`src/rtl/alu_issue_stage.sv`:
```
// alu_issue_stage
// ID/EX issue stage for the 32-bit RISC-V core. It decodes the instruction
// into an ALU operation code and operand selection, then holds the result in
// a single-entry pipeline register that feeds the ALU.
//
// Ports:
//   clk, rst_n           clock (rising edge), asynchronous active-low reset
//   id_valid / id_ready  handshake with the decode stage
//   id_instr             raw 32-bit instruction word
//   id_rs1_data/rs2_data register operands
//   id_imm               sign-extended immediate
//   flush                mispredict; kills the held entry and any arrival
//   ex_valid / ex_ready  handshake with the EX stage
//   ex_alu_op, ex_a/b    ALU operation and operands
//   ex_rd, ex_reg_we     destination register and write enable
//   ex_is_branch         instruction is BEQ
//   ex_illegal           instruction is unsupported (still flows through)
//   issued_cnt           wrapping count of entries consumed by EX
module alu_issue_stage #(
    parameter int XLEN  = 32,
    parameter int CNT_W = 16
) (
    input  logic             clk,
    input  logic             rst_n,
    input  logic             id_valid,
    output logic             id_ready,
    input  logic [31:0]      id_instr,
    input  logic [XLEN-1:0]  id_rs1_data,
    input  logic [XLEN-1:0]  id_rs2_data,
    input  logic [XLEN-1:0]  id_imm,
    input  logic             flush,
    output logic             ex_valid,
    input  logic             ex_ready,
    output logic [4:0]       ex_alu_op,
    output logic [XLEN-1:0]  ex_a,
    output logic [XLEN-1:0]  ex_b,
    output logic [4:0]       ex_rd,
    output logic             ex_reg_we,
    output logic             ex_is_branch,
    output logic             ex_illegal,
    output logic [CNT_W-1:0] issued_cnt
);

    typedef enum logic {EMPTY, FULL} state_e;

    localparam logic [4:0] OP_ADD = 5'b00000;
    localparam logic [4:0] OP_SUB = 5'b00001;
    localparam logic [4:0] OP_AND = 5'b00010;
    localparam logic [4:0] OP_OR  = 5'b00011;
    localparam logic [4:0] OP_EQ  = 5'b00100;

    localparam logic [6:0] OPC_R    = 7'b0110011;
    localparam logic [6:0] OPC_I    = 7'b0010011;
    localparam logic [6:0] OPC_LOAD = 7'b0000011;
    localparam logic [6:0] OPC_STORE= 7'b0100011;
    localparam logic [6:0] OPC_BR   = 7'b1100011;

    logic [6:0] opcode;
    logic [2:0] f3;
    logic [6:0] f7;

    logic [4:0]      dec_op;
    logic            dec_b_imm;
    logic            dec_we;
    logic            dec_br;
    logic            dec_ill;
    logic [XLEN-1:0] dec_b;

    state_e          state_q, state_d;
    logic [4:0]      alu_op_q, alu_op_d;
    logic [XLEN-1:0] a_q, a_d;
    logic [XLEN-1:0] b_q, b_d;
    logic [4:0]      rd_q, rd_d;
    logic            reg_we_q, reg_we_d;
    logic            is_branch_q, is_branch_d;
    logic            illegal_q, illegal_d;
    logic [CNT_W-1:0] cnt_q, cnt_d;

    logic capture;
    logic consume;

    // Register-source fields are carried by the rs*_data ports instead.
    logic unused_instr_bits;
    assign unused_instr_bits = ^id_instr[24:15];

    assign opcode = id_instr[6:0];
    assign f3     = id_instr[14:12];
    assign f7     = id_instr[31:25];

    // Instruction decode; anything not matched falls through as illegal.
    always_comb begin
        dec_op    = OP_ADD;
        dec_b_imm = 1'b0;
        dec_we    = 1'b0;
        dec_br    = 1'b0;
        dec_ill   = 1'b1;
        unique case (opcode)
            OPC_R: begin
                if (f3 == 3'b000 && f7 == 7'b0000000) begin
                    dec_op = OP_ADD; dec_we = 1'b1; dec_ill = 1'b0;
                end else if (f3 == 3'b000 && f7 == 7'b0100000) begin
                    dec_op = OP_SUB; dec_we = 1'b1; dec_ill = 1'b0;
                end else if (f3 == 3'b111 && f7 == 7'b0000000) begin
                    dec_op = OP_AND; dec_we = 1'b1; dec_ill = 1'b0;
                end else if (f3 == 3'b110 && f7 == 7'b0000000) begin
                    dec_op = OP_OR;  dec_we = 1'b1; dec_ill = 1'b0;
                end
            end
            OPC_I: begin
                if (f3 == 3'b000) begin
                    dec_op = OP_ADD; dec_b_imm = 1'b1; dec_we = 1'b1; dec_ill = 1'b0;
                end else if (f3 == 3'b111) begin
                    dec_op = OP_AND; dec_b_imm = 1'b1; dec_we = 1'b1; dec_ill = 1'b0;
                end else if (f3 == 3'b110) begin
                    dec_op = OP_OR;  dec_b_imm = 1'b1; dec_we = 1'b1; dec_ill = 1'b0;
                end
            end
            OPC_LOAD: begin
                if (f3 == 3'b010) begin
                    dec_op = OP_ADD; dec_b_imm = 1'b1; dec_we = 1'b1; dec_ill = 1'b0;
                end
            end
            OPC_STORE: begin
                if (f3 == 3'b010) begin
                    dec_op = OP_ADD; dec_b_imm = 1'b1; dec_ill = 1'b0;
                end
            end
            OPC_BR: begin
                if (f3 == 3'b000) begin
                    dec_op = OP_EQ; dec_br = 1'b1; dec_ill = 1'b0;
                end
            end
            default: ;
        endcase
    end

    assign dec_b = dec_b_imm ? id_imm : id_rs2_data;

    assign ex_valid = (state_q == FULL);
    assign id_ready = !ex_valid || ex_ready;
    assign capture  = id_valid && id_ready && !flush;
    assign consume  = ex_valid && ex_ready;

    // Next-state: flush wins, then capture, then drain. Data fields only
    // change on capture so a stalled entry stays stable.
    always_comb begin
        state_d     = state_q;
        alu_op_d    = alu_op_q;
        a_d         = a_q;
        b_d         = b_q;
        rd_d        = rd_q;
        reg_we_d    = reg_we_q;
        is_branch_d = is_branch_q;
        illegal_d   = illegal_q;
        cnt_d       = cnt_q;

        if (consume) begin
            cnt_d = cnt_q + {{(CNT_W-1){1'b0}}, 1'b1};
        end

        if (flush) begin
            state_d = EMPTY;
        end else if (capture) begin
            state_d     = FULL;
            alu_op_d    = dec_op;
            a_d         = id_rs1_data;
            b_d         = dec_b;
            rd_d        = id_instr[11:7];
            reg_we_d    = dec_we;
            is_branch_d = dec_br;
            illegal_d   = dec_ill;
        end else if (consume) begin
            state_d = EMPTY;
        end
    end

    always_ff @(posedge clk or negedge rst_n) begin
        if (!rst_n) begin
            state_q     <= EMPTY;
            alu_op_q    <= '0;
            a_q         <= '0;
            b_q         <= '0;
            rd_q        <= '0;
            reg_we_q    <= 1'b0;
            is_branch_q <= 1'b0;
            illegal_q   <= 1'b0;
            cnt_q       <= '0;
        end else begin
            state_q     <= state_d;
            alu_op_q    <= alu_op_d;
            a_q         <= a_d;
            b_q         <= b_d;
            rd_q        <= rd_d;
            reg_we_q    <= reg_we_d;
            is_branch_q <= is_branch_d;
            illegal_q   <= illegal_d;
            cnt_q       <= cnt_d;
        end
    end

    assign ex_alu_op    = alu_op_q;
    assign ex_a         = a_q;
    assign ex_b         = b_q;
    assign ex_rd        = rd_q;
    assign ex_reg_we    = reg_we_q;
    assign ex_is_branch = is_branch_q;
    assign ex_illegal   = illegal_q;
    assign issued_cnt   = cnt_q;

endmodule

```
`config.mk`:
```
export PLATFORM = sky130hd
export DESIGN_NAME = alu_issue_stage
export DESIGN_NICKNAME = d
export VERILOG_FILES = /design/src/rtl/alu_issue_stage.sv
export SDC_FILE = /design/constraint.sdc
export NUM_CORES = 1
export LEC_CHECK = 0
export CAP_MARGIN = 40
export CORE_MARGIN = 10
export CORE_UTILIZATION = 30
export DETAILED_ROUTE_END_ITERATION = 7
export GPL_ROUTABILITY_DRIVEN = 0
export GPL_TIMING_DRIVEN = 1
export PLACE_DENSITY = 0.66
export SYNTH_ARGS = -nofsm -noshare
export SYNTH_HDL_FRONTEND = slang
export SYNTH_SLANG_ARGS = --single-unit
```
`constraint.sdc`:
```
create_clock -name clk -period 5.2 [get_ports clk]
set_clock_uncertainty 0.2 [all_clocks]
set_input_delay 0.78 -clock clk [delete_from_list [all_inputs] [get_ports clk]]
set_output_delay 0.78 -clock clk [all_outputs]
set_load 0.02 [all_outputs]
```
==> impl_results.md, run 1 <==
- P per Cell Area: 327 nW/um2
- Ys Warns: 0
- Most used cell, CP: clkdlybuf4s50_1
- Vias in the first global route: 4205
- # DRC: 0
- Crit Path Class: in2out
- Worst setup EP type: primary output
- CTS Root Cell: clkbuf_16
- Antenna violations before repair: 0
- Post-CTS sizing: 0
- Vias: 4141
- Reg2reg end: ex_illegal$_DFFE_PN0P_
- Synth unique cells: 47
- Max Clk Rate: 324 MHz
- Crit share post-route: 59.3%
- Slew HR: 49.2%
- Hold_ws: 0.245 ns
- Clock latency at the later pin of the worst-skew pair: 0.34 ns
- CTS Buffer Depth: 2
- DR iter-0 viols: 298
- FF-to-FF Start: ex_valid$_DFFE_PN0P_
- Number of synthesized register bits: 91
- Dpl ws: 1.90 ns
- Post-synthesis cell count: 462
- Post-Route WL: 14.7 mm
- Total GRT Usage: 14.7%
- Worst Path Max Fanout: 3
- Buf+Inv Stages, Crit Path: 3
- Min cycle time layout: 3.08 ns
- Critical Path Stages: 4
- H-tree depth: 3
- Post-DRT Antenna Nets: 0
- Min-Delay Path Class: in2async
- Die H: 138 um
- Synthesis-to-finish area growth: 62.6%
- Worst endpoint data arrival time: 2.10 ns
- Core Rows: 43
- Die area: 19100 um2
- Final setup TNS: 0 ns
- EDFF count, synth: 0
- Ant. Diodes: 0
- Top FF cell, synth: dfrtp_1
- FF-to-FF path depth: 6
- Switching power: 675 uW
- Clock transition at path regs: 0.07 ns
- Remaining global-route overflow: 0
- Initial Util: 30.4%
- Worst vdd rail ir drop: 186 uV
- Most frequent cells in the layout: 214 x clkdlybuf4s50_1, 119 x nand2_1, 91 x dfrtp_1
- Combinational share of power: 28.5%
- Endpoints failing setup: 0
- Metal2 WL: 6.92 mm
- CTS tree: yes
- Drt pass-1 iters: 4
- Sequential power share: 39.4%
- Leak Pwr: 2.90 nW
- DRT met1 WL: 6.17 mm
- DR WL met3: 1.38 mm
- Origin of the worst setup path: ex_ready
- Crit-path cells: clkdlybuf4s50_1, nor2b_1, inv_1, clkdlybuf4s50_1
- Clock power frac: 32.1%
- RSZ-0062 raised after global routing: no
- TritonCTS Buffers: 9
- Vias/cell: 4.88
- First-pass GRT wire length: 23.3 mm
- Sw frac: 30.3%
- # fillers: 1314
- Async SR Flop Fraction: 100%
- Sequential share of the synthesized area: 54.4%
- # nets final: 797
- Post-route setup slack: 2.12 ns
- Critical Path Max Stage Delay: 0.57 ns
- IO Port Bufs: 215
- Worst Path Required: 4.22 ns
- Slew Viols, Final: 0
- Setup slack, reg-to-reg: 3.32 ns
- Core area: 13800 um2
- Synth Cell Area: 4190 um2
- Post CTS Setup Buffer Count: 0
- Worst setup SP type: input port
- Slew @ Worst Pin: 0.752 ns
- Design Power: 2.23 mW
- Uppermost layer routed: met4
- Syn Area/Cell: 9.06 um2
- Core Util, Final: 49.4%
- Wirelength per Cell: 17.3 um
- Worst path slowest cell: clkdlybuf4s50_1
- Io pins: 228
- Final hold viol count: 0
- Power Internal: 1.55 mW
- Commonest non-fill, non-tap cell in the layout: clkdlybuf4s50_1
- Status: completed
- Worst setup endpoint: id_ready
- Share of cells above drive strength 1: 4.94%
- Chip width: 138 um
- MaxCap Viol Count: 0
- Hpwl dp: 11.1 mm
- Pin count of the biggest net entering global routing: 49
- Family with the most delay on the worst path: buffers and inverters
- # hold bufs at CTS: 0
- CTS sink cnt: 91
==> cell type report <==
class	count	area, um2	area share [%]
clock buffer	9	225	3.31
clock inverter	7	97.6	1.43
inverter	5	18.8	0.276
multi-input combinational	332	1710	25.2
sequential	91	2280	33.4
tap	180	225	3.31
timing repair buffer	224	2250	33.1
==> kinds of logic after synthesis <==
kind of cell,Yosys count,share of synthesized area (%)
flops,91,54.4
buf+inv,40,5.20
xor+xnor,16,3.35
other cells,1,0.0896
compound gates,111,15.7
mux,2,0.508
simple gates,200,20.4
fa+ha+maj,1,0.299
==> how the worst min path moves through the flow <==
| stage | start | to | slack [ns] | cells past startpoint |
|---|---|---|---|---|
| after floorplan | rst_n | ex_a[0]$_DFFE_PN0P_ | 0.28 | 0 |
| after global placement | ex_a[15]$_DFFE_PN0P_ | ex_a[15]$_DFFE_PN0P_ | 0.26 | 2 |
| after detailed placement | ex_a[13]$_DFFE_PN0P_ | ex_a[13]$_DFFE_PN0P_ | 0.26 | 2 |
| after CTS | rst_n | issued_cnt[10]$_DFFE_PN0P_ | 0.27 | 1 |
| after global routing | rst_n | issued_cnt[13]$_DFFE_PN0P_ | 0.28 | 1 |
| final | rst_n | issued_cnt[12]$_DFFE_PN0P_ | 0.24 | 1 |
==> cell usage after synthesis, types with 2 or more instances <==
| library cell | instances | area (um2) |
|---|---|---|
| nand2b_1 | 2 | 12.5 |
| o21ai_0 | 30 | 150 |
| a31oi_1 | 34 | 213 |
| a21oi_1 | 33 | 165 |
| o41ai_1 | 2 | 17.5 |
| inv_1 | 5 | 18.8 |
| nand4_1 | 4 | 25.0 |
| nand3b_1 | 2 | 15.0 |
| o21ai_1 | 4 | 20.0 |
| clkbuf_2 | 4 | 20.0 |
| xnor2_1 | 6 | 52.6 |
| nor3_1 | 9 | 45.0 |
| buf_4 | 3 | 22.5 |
| nor2_1 | 42 | 158 |
| buf_2 | 3 | 15.0 |
| dfrtp_1 | 91 | 2280 |
| a2111oi_0 | 2 | 17.5 |
| nand2_1 | 119 | 447 |
| nor2b_1 | 2 | 12.5 |
| nor4_1 | 2 | 12.5 |
| nand3_1 | 4 | 20.0 |
| xor2_1 | 10 | 87.6 |
| and3_1 | 3 | 18.8 |
| clkbuf_1 | 20 | 75.1 |
| clkbuf_8 | 4 | 55.1 |
==> power by group through the flow <==
stage          sequential [mW]  clock [mW]  combinational (mW)
3_5_place_dp             0.890           0               0.642
2_1_floorplan             1.01           0               0.145
5_1_grt                  0.892       0.762               0.681
6_report                 0.877       0.715               0.634
3_3_place_gp             0.884           0               0.632
4_1_cts                  0.878       0.733               0.645
==> state kept, by name (all words and copies together), names as in the netlist <==
signal,count
ex_rd,5
ex_a,32
ex_valid,1
ex_alu_op,2
ex_is_branch,1
issued_cnt,16
ex_illegal,1
ex_reg_we,1
ex_b,32
==> layer usage <==
layer / vias up / track usage (%)
met3: 11 / 6.20
li1: 1978 / -
met4: 0 / 5.05
met1: 1980 / 17.5
met2: 172 / 23.4
met5: - / 0
==> per-stage QoR <==
stage,area [um2],cells
finish,6810,848
global route,6810,848
CTS,6810,848
detailed placement,6490,832
global placement,6430,829
floorplan,4190,463
Power figures use the tool's default switching activity.
==> inputs of run 2 (changes only) <==
clock period = 3.15 ns   (was 5.2 ns; I/O delays follow)
==> run 2 against run 1 <==
Effect of this change: register-to-register slack worse by 2.3 ns; first-iteration DRC count down 17%; critical path depth unchanged; worst hold slack better by 0.031 ns; via count about the same; clock power up 52%; sequential share of layout area down 0.080 points; largest power group unchanged.
==> impl_results.md, run 2 (synthesized netlist as in run 1, its figures left out) <==
- Worst Path Required: 2.48 ns
- Pin count of the biggest net entering global routing: 48
- Slew HR: 60.9%
- FF-to-FF Start: ex_valid$_DFFE_PN0P_
- P per Cell Area: 527 nW/um2
- Power Internal: 2.49 mW
- Crit share post-route: 78.7%
- Die H: 138 um
- Sequential power share: 40.3%
- Max Clk Rate: 403 MHz
- TritonCTS Buffers: 9
- Wirelength per Cell: 17.1 um
- Clock transition at path regs: 0.07 ns
- Post-Route WL: 14.6 mm
- IO Port Bufs: 215
- Design Power: 3.59 mW
- Worst setup EP type: primary output
- Die area: 19100 um2
- DR iter-0 viols: 246
- H-tree depth: 3
- Slew Viols, Final: 0
- Sw frac: 30.8%
- Synthesis-to-finish area growth: 63.0%
- CTS Buffer Depth: 2
- Origin of the worst setup path: ex_ready
- Io pins: 228
- Post CTS Setup Buffer Count: 0
- CTS sink cnt: 91
- MaxCap Viol Count: 0
- Chip width: 138 um
- Slew @ Worst Pin: 0.587 ns
- FF-to-FF path depth: 7
- Min cycle time layout: 2.48 ns
- Leak Pwr: 2.92 nW
- Endpoints failing setup: 0
- # nets final: 803
- FF/Latch Area: 2280 um2
- Reg2reg end: ex_b[31]$_DFFE_PN0P_
- Vias in the first global route: 4310
- # fillers: 1319
- # DRC: 0
- Remaining global-route overflow: 0
- Core Rows: 43
- Hpwl dp: 11.2 mm
- First-pass GRT wire length: 23.7 mm
- Crit Path Class: in2out
- Min-Delay Path Class: reg2reg
- Initial Util: 30.4%
- Share of cells above drive strength 1: 5.49%
- Combinational share of power: 29.3%
- Clock power frac: 30.5%
- Area of the multi-input gates: 1710 um2
- Worst vdd rail ir drop: 252 uV
- Ant. Diodes: 0
- Worst setup endpoint: id_ready
- Core area: 13800 um2
- Status: completed
- Drt pass-1 iters: 6
- Final setup TNS: 0 ns
- Clock latency at the later pin of the worst-skew pair: 0.34 ns
- Vias: 4139
- Antenna violations before repair: 0
- CTS Root Cell: clkbuf_16
- Hold_ws: 0.275 ns
- Total GRT Usage: 15.0%
- Worst Path Max Fanout: 3
- Final hold viol count: 0
- Worst endpoint data arrival time: 1.81 ns
- Setup slack, reg-to-reg: 1.07 ns
- Most frequent cells in the layout: 214 x clkdlybuf4s50_1, 119 x nand2_1, 91 x dfrtp_1
- CTS tree: yes
- Hold Path Depth: 2
- Commonest non-fill, non-tap cell in the layout: clkdlybuf4s50_1
- RSZ-0062 raised after global routing: no
- Switching power: 1.11 mW
- Worst setup SP type: input port
- Post-DRT Antenna Nets: 0
- Vias/cell: 4.85
run 2: cell types whose count changed in the layout (fill, tap and decap cells not counted):
cell,before,now
clkinv_2,1,0
bufinv_16,2,1
buf_16,1,0
buf_8,2,0
clkbuf_1,0,1
dlygate4sd3_1,0,1
clkinv_4,0,2
clkinvlp_4,2,1
buf_4,7,13
buf_12,0,2
run 2: power groups by stage:
stage                     Clock [mW]  Combinational, mW  Sequential (mW)
final                           1.09               1.05             1.45
after global routing            1.17               1.13             1.47
after CTS                       1.13               1.07             1.45
after detailed placement           0               1.06             1.47
after global placement             0               1.05             1.46
after floorplan                    0              0.239             1.67
run 2: metrics by stage:
stage	instance area (um2)	util (%)	worst slack (ns)	instances
2_1_floorplan	4190	-	1.12	463
3_3_place_gp	6510	47.3	0.569	837
3_5_place_dp	6510	47.3	0.527	837
4_1_cts	6830	49.6	0.667	854
5_1_grt	6830	49.6	0.575	854
6_report	6830	49.6	0.671	854
run 2: worst max-delay path: stages:
cell and delay [ns]:
clkdlybuf4s50_1 0.44, nor2b_1 0.24, inv_1 0.09, clkdlybuf4s50_1 0.56
run 2: worst min-delay path by stage:
stage	from	endpoint	slack [ns]
global placement	ex_a[15]$_DFFE_PN0P_	ex_a[15]$_DFFE_PN0P_	0.26
CTS	ex_a[15]$_DFFE_PN0P_	ex_a[15]$_DFFE_PN0P_	0.28
floorplan	rst_n	ex_a[0]$_DFFE_PN0P_	-0.02
global route	ex_a[12]$_DFFE_PN0P_	ex_a[12]$_DFFE_PN0P_	0.30
detailed placement	ex_a[15]$_DFFE_PN0P_	ex_a[15]$_DFFE_PN0P_	0.26
finish	ex_a[30]$_DFFE_PN0P_	ex_a[30]$_DFFE_PN0P_	0.28
run 2: per-layer routing:
metal / track usage [%] / wire (um) / vias up
met4: 5.99 / 287 / 0
met2: 23.2 / 6740 / 154
met3: 6.06 / 1270 / 18
li1: - / - / 1984
met5: 0 / 0 / -
met1: 18.2 / 6320 / 1983
run 2: area by class of cell:
type,instances,share of cell area (%)
multi-input combinational,332,25.1
tap,180,3.30
inverter,5,0.275
sequential,91,33.4
timing repair buffer,230,33.5
clock inverter,6,1.06
clock buffer,10,3.35
run 2: repair_timing:
action                                  CTS  global route
endpoints found under the hold margin    45             0
endpoints found under the setup margin    0             0
hold buffers                              1             0
resized for setup                         0             0
==> RTL change: new RTL, settings of run 1 <==
`XLEN`: 32 -> 24.
--- a/src/rtl/alu_issue_stage.sv
+++ b/src/rtl/alu_issue_stage.sv
@@ -17,7 +17,7 @@
 //   ex_illegal           instruction is unsupported (still flows through)
 //   issued_cnt           wrapping count of entries consumed by EX
 module alu_issue_stage #(
-    parameter int XLEN  = 32,
+    parameter int XLEN  = 24,
     parameter int CNT_W = 16
 ) (
     input  logic             clk,
Ports: changed (5 resized); port bits go from 228 to 188. No check against the original RTL was run, so the function may have changed too.
==> RTL change against run 1 <==
- worst setup slack worse by 0.042 ns
- power down 14%
- synthesized area down 12%
- cell area down 15%
- sequential cell count down 16
- worst hold slack worse by 0.032 ns
- sequential power down 18%
- clock power down 6.2%
- wire length down 18%
- critical path type unchanged
==> RTL change: results (changes against run 1) <==
metric,value,unit,change
synth.ff_latch_count,75,,was 91
number_of_distinct_library_cell_variants_in_the_gate_level_netlist_after_synthesis,49,,was 47
global_route.usage.total,0.137,,was 0.147
comb_cell_power,529,uW,was 634 uW
finalHoldWorstSlack,0.213,ns,was 0.245 ns
crit_path_max_fanout,4,,was 3
synth_adder_area_share,0.00338,,was 0.00299
grt_pass1_wl,18400,um,was 23300 um
final_nets,654,,was 797
layout.filler_cells,1115,,was 1314
vias_in_the_first_global_route,3504,,was 4205
fin_crit_sh,0.601,,was 0.593
slew_worst_pin,0.757,ns,was 0.752 ns
run_status,finished clean,,unchanged
arrival,2.15,ns,was 2.10 ns
leak_pwr,2.41,nW,was 2.90 nW
yosys-top-cells-count,"97 x sky130_fd_sc_hd__nand2_1, 75 x sky130_fd_sc_hd__dfrtp_1, 37 x sky130_fd_sc_hd__nor2_1, 25 x sky130_fd_sc_hd__a31oi_1",,"was 119 x sky130_fd_sc_hd__nand2_1, 91 x sky130_fd_sc_hd__dfrtp_1, 42 x sky130_fd_sc_hd__nor2_1, 34 x sky130_fd_sc_hd__a31oi_1, 33 x sky130_fd_sc_hd__a21oi_1"
wire_per_inst,16.9,um,was 17.3 um
synthesis.area_per_instance,9.82,um2,was 9.06 um2
synth_xor_area_frac,0.0355,,was 0.0335
viasPerCell,4.72,,was 4.88
dp_slack,1.95,ns,was 1.90 ns
drtIter0Drc,233,,was 298
power_density,331,mW/mm2,was 327 mW/mm2
synth-compound-area-share,0.186,,was 0.157
synth_top_cells_by_area,"sky130_fd_sc_hd__dfrtp_1 51%, sky130_fd_sc_hd__nand2_1 9.8%, sky130_fd_sc_hd__a21oi_2 4.7%",,"was sky130_fd_sc_hd__dfrtp_1 54%, sky130_fd_sc_hd__nand2_1 11%, sky130_fd_sc_hd__a31oi_1 5.1%"
r2r_setup_slack,2.92,ns,was 3.32 ns
power.switching_fraction,0.291,,was 0.303
quantity_of_i_o_buffers_inserted_on_ports,175,,was 215
RTL change: cell type report:
type | count | area [um2] | area share
Tap cell | 168 | 210 | 0.0362
Inverter | 3 | 11.3 | 0.00194
Clock buffer | 12 | 246 | 0.0424
Multi-Input combinational cell | 275 | 1580 | 0.272
Sequential cell | 75 | 1880 | 0.323
Timing Repair Buffer | 180 | 1810 | 0.311
Clock inverter | 4 | 73.8 | 0.0127
RTL change: cells by family after synthesis:
logic type | Yosys count
and+or+nand+nor | 167
AOI/OAI and AO/OA | 89
DFF | 75
buffers and inverters | 28
xor gates and xnor gates | 15
adders and majority gates | 1
other | 1
muxes | 1
RTL change: metal layers:
metal | routed length, um | part of all wire | track usage | vias up
li1 | - | - | - | 1629
met1 | 4860 | 0.40 | 0.157 | 1627
met3 | 994 | 0.082 | 0.0374 | 14
met2 | 6000 | 0.50 | 0.235 | 116
met4 | 232 | 0.019 | 0.0615 | 0
met5 | 0 | 0 | 0 | -
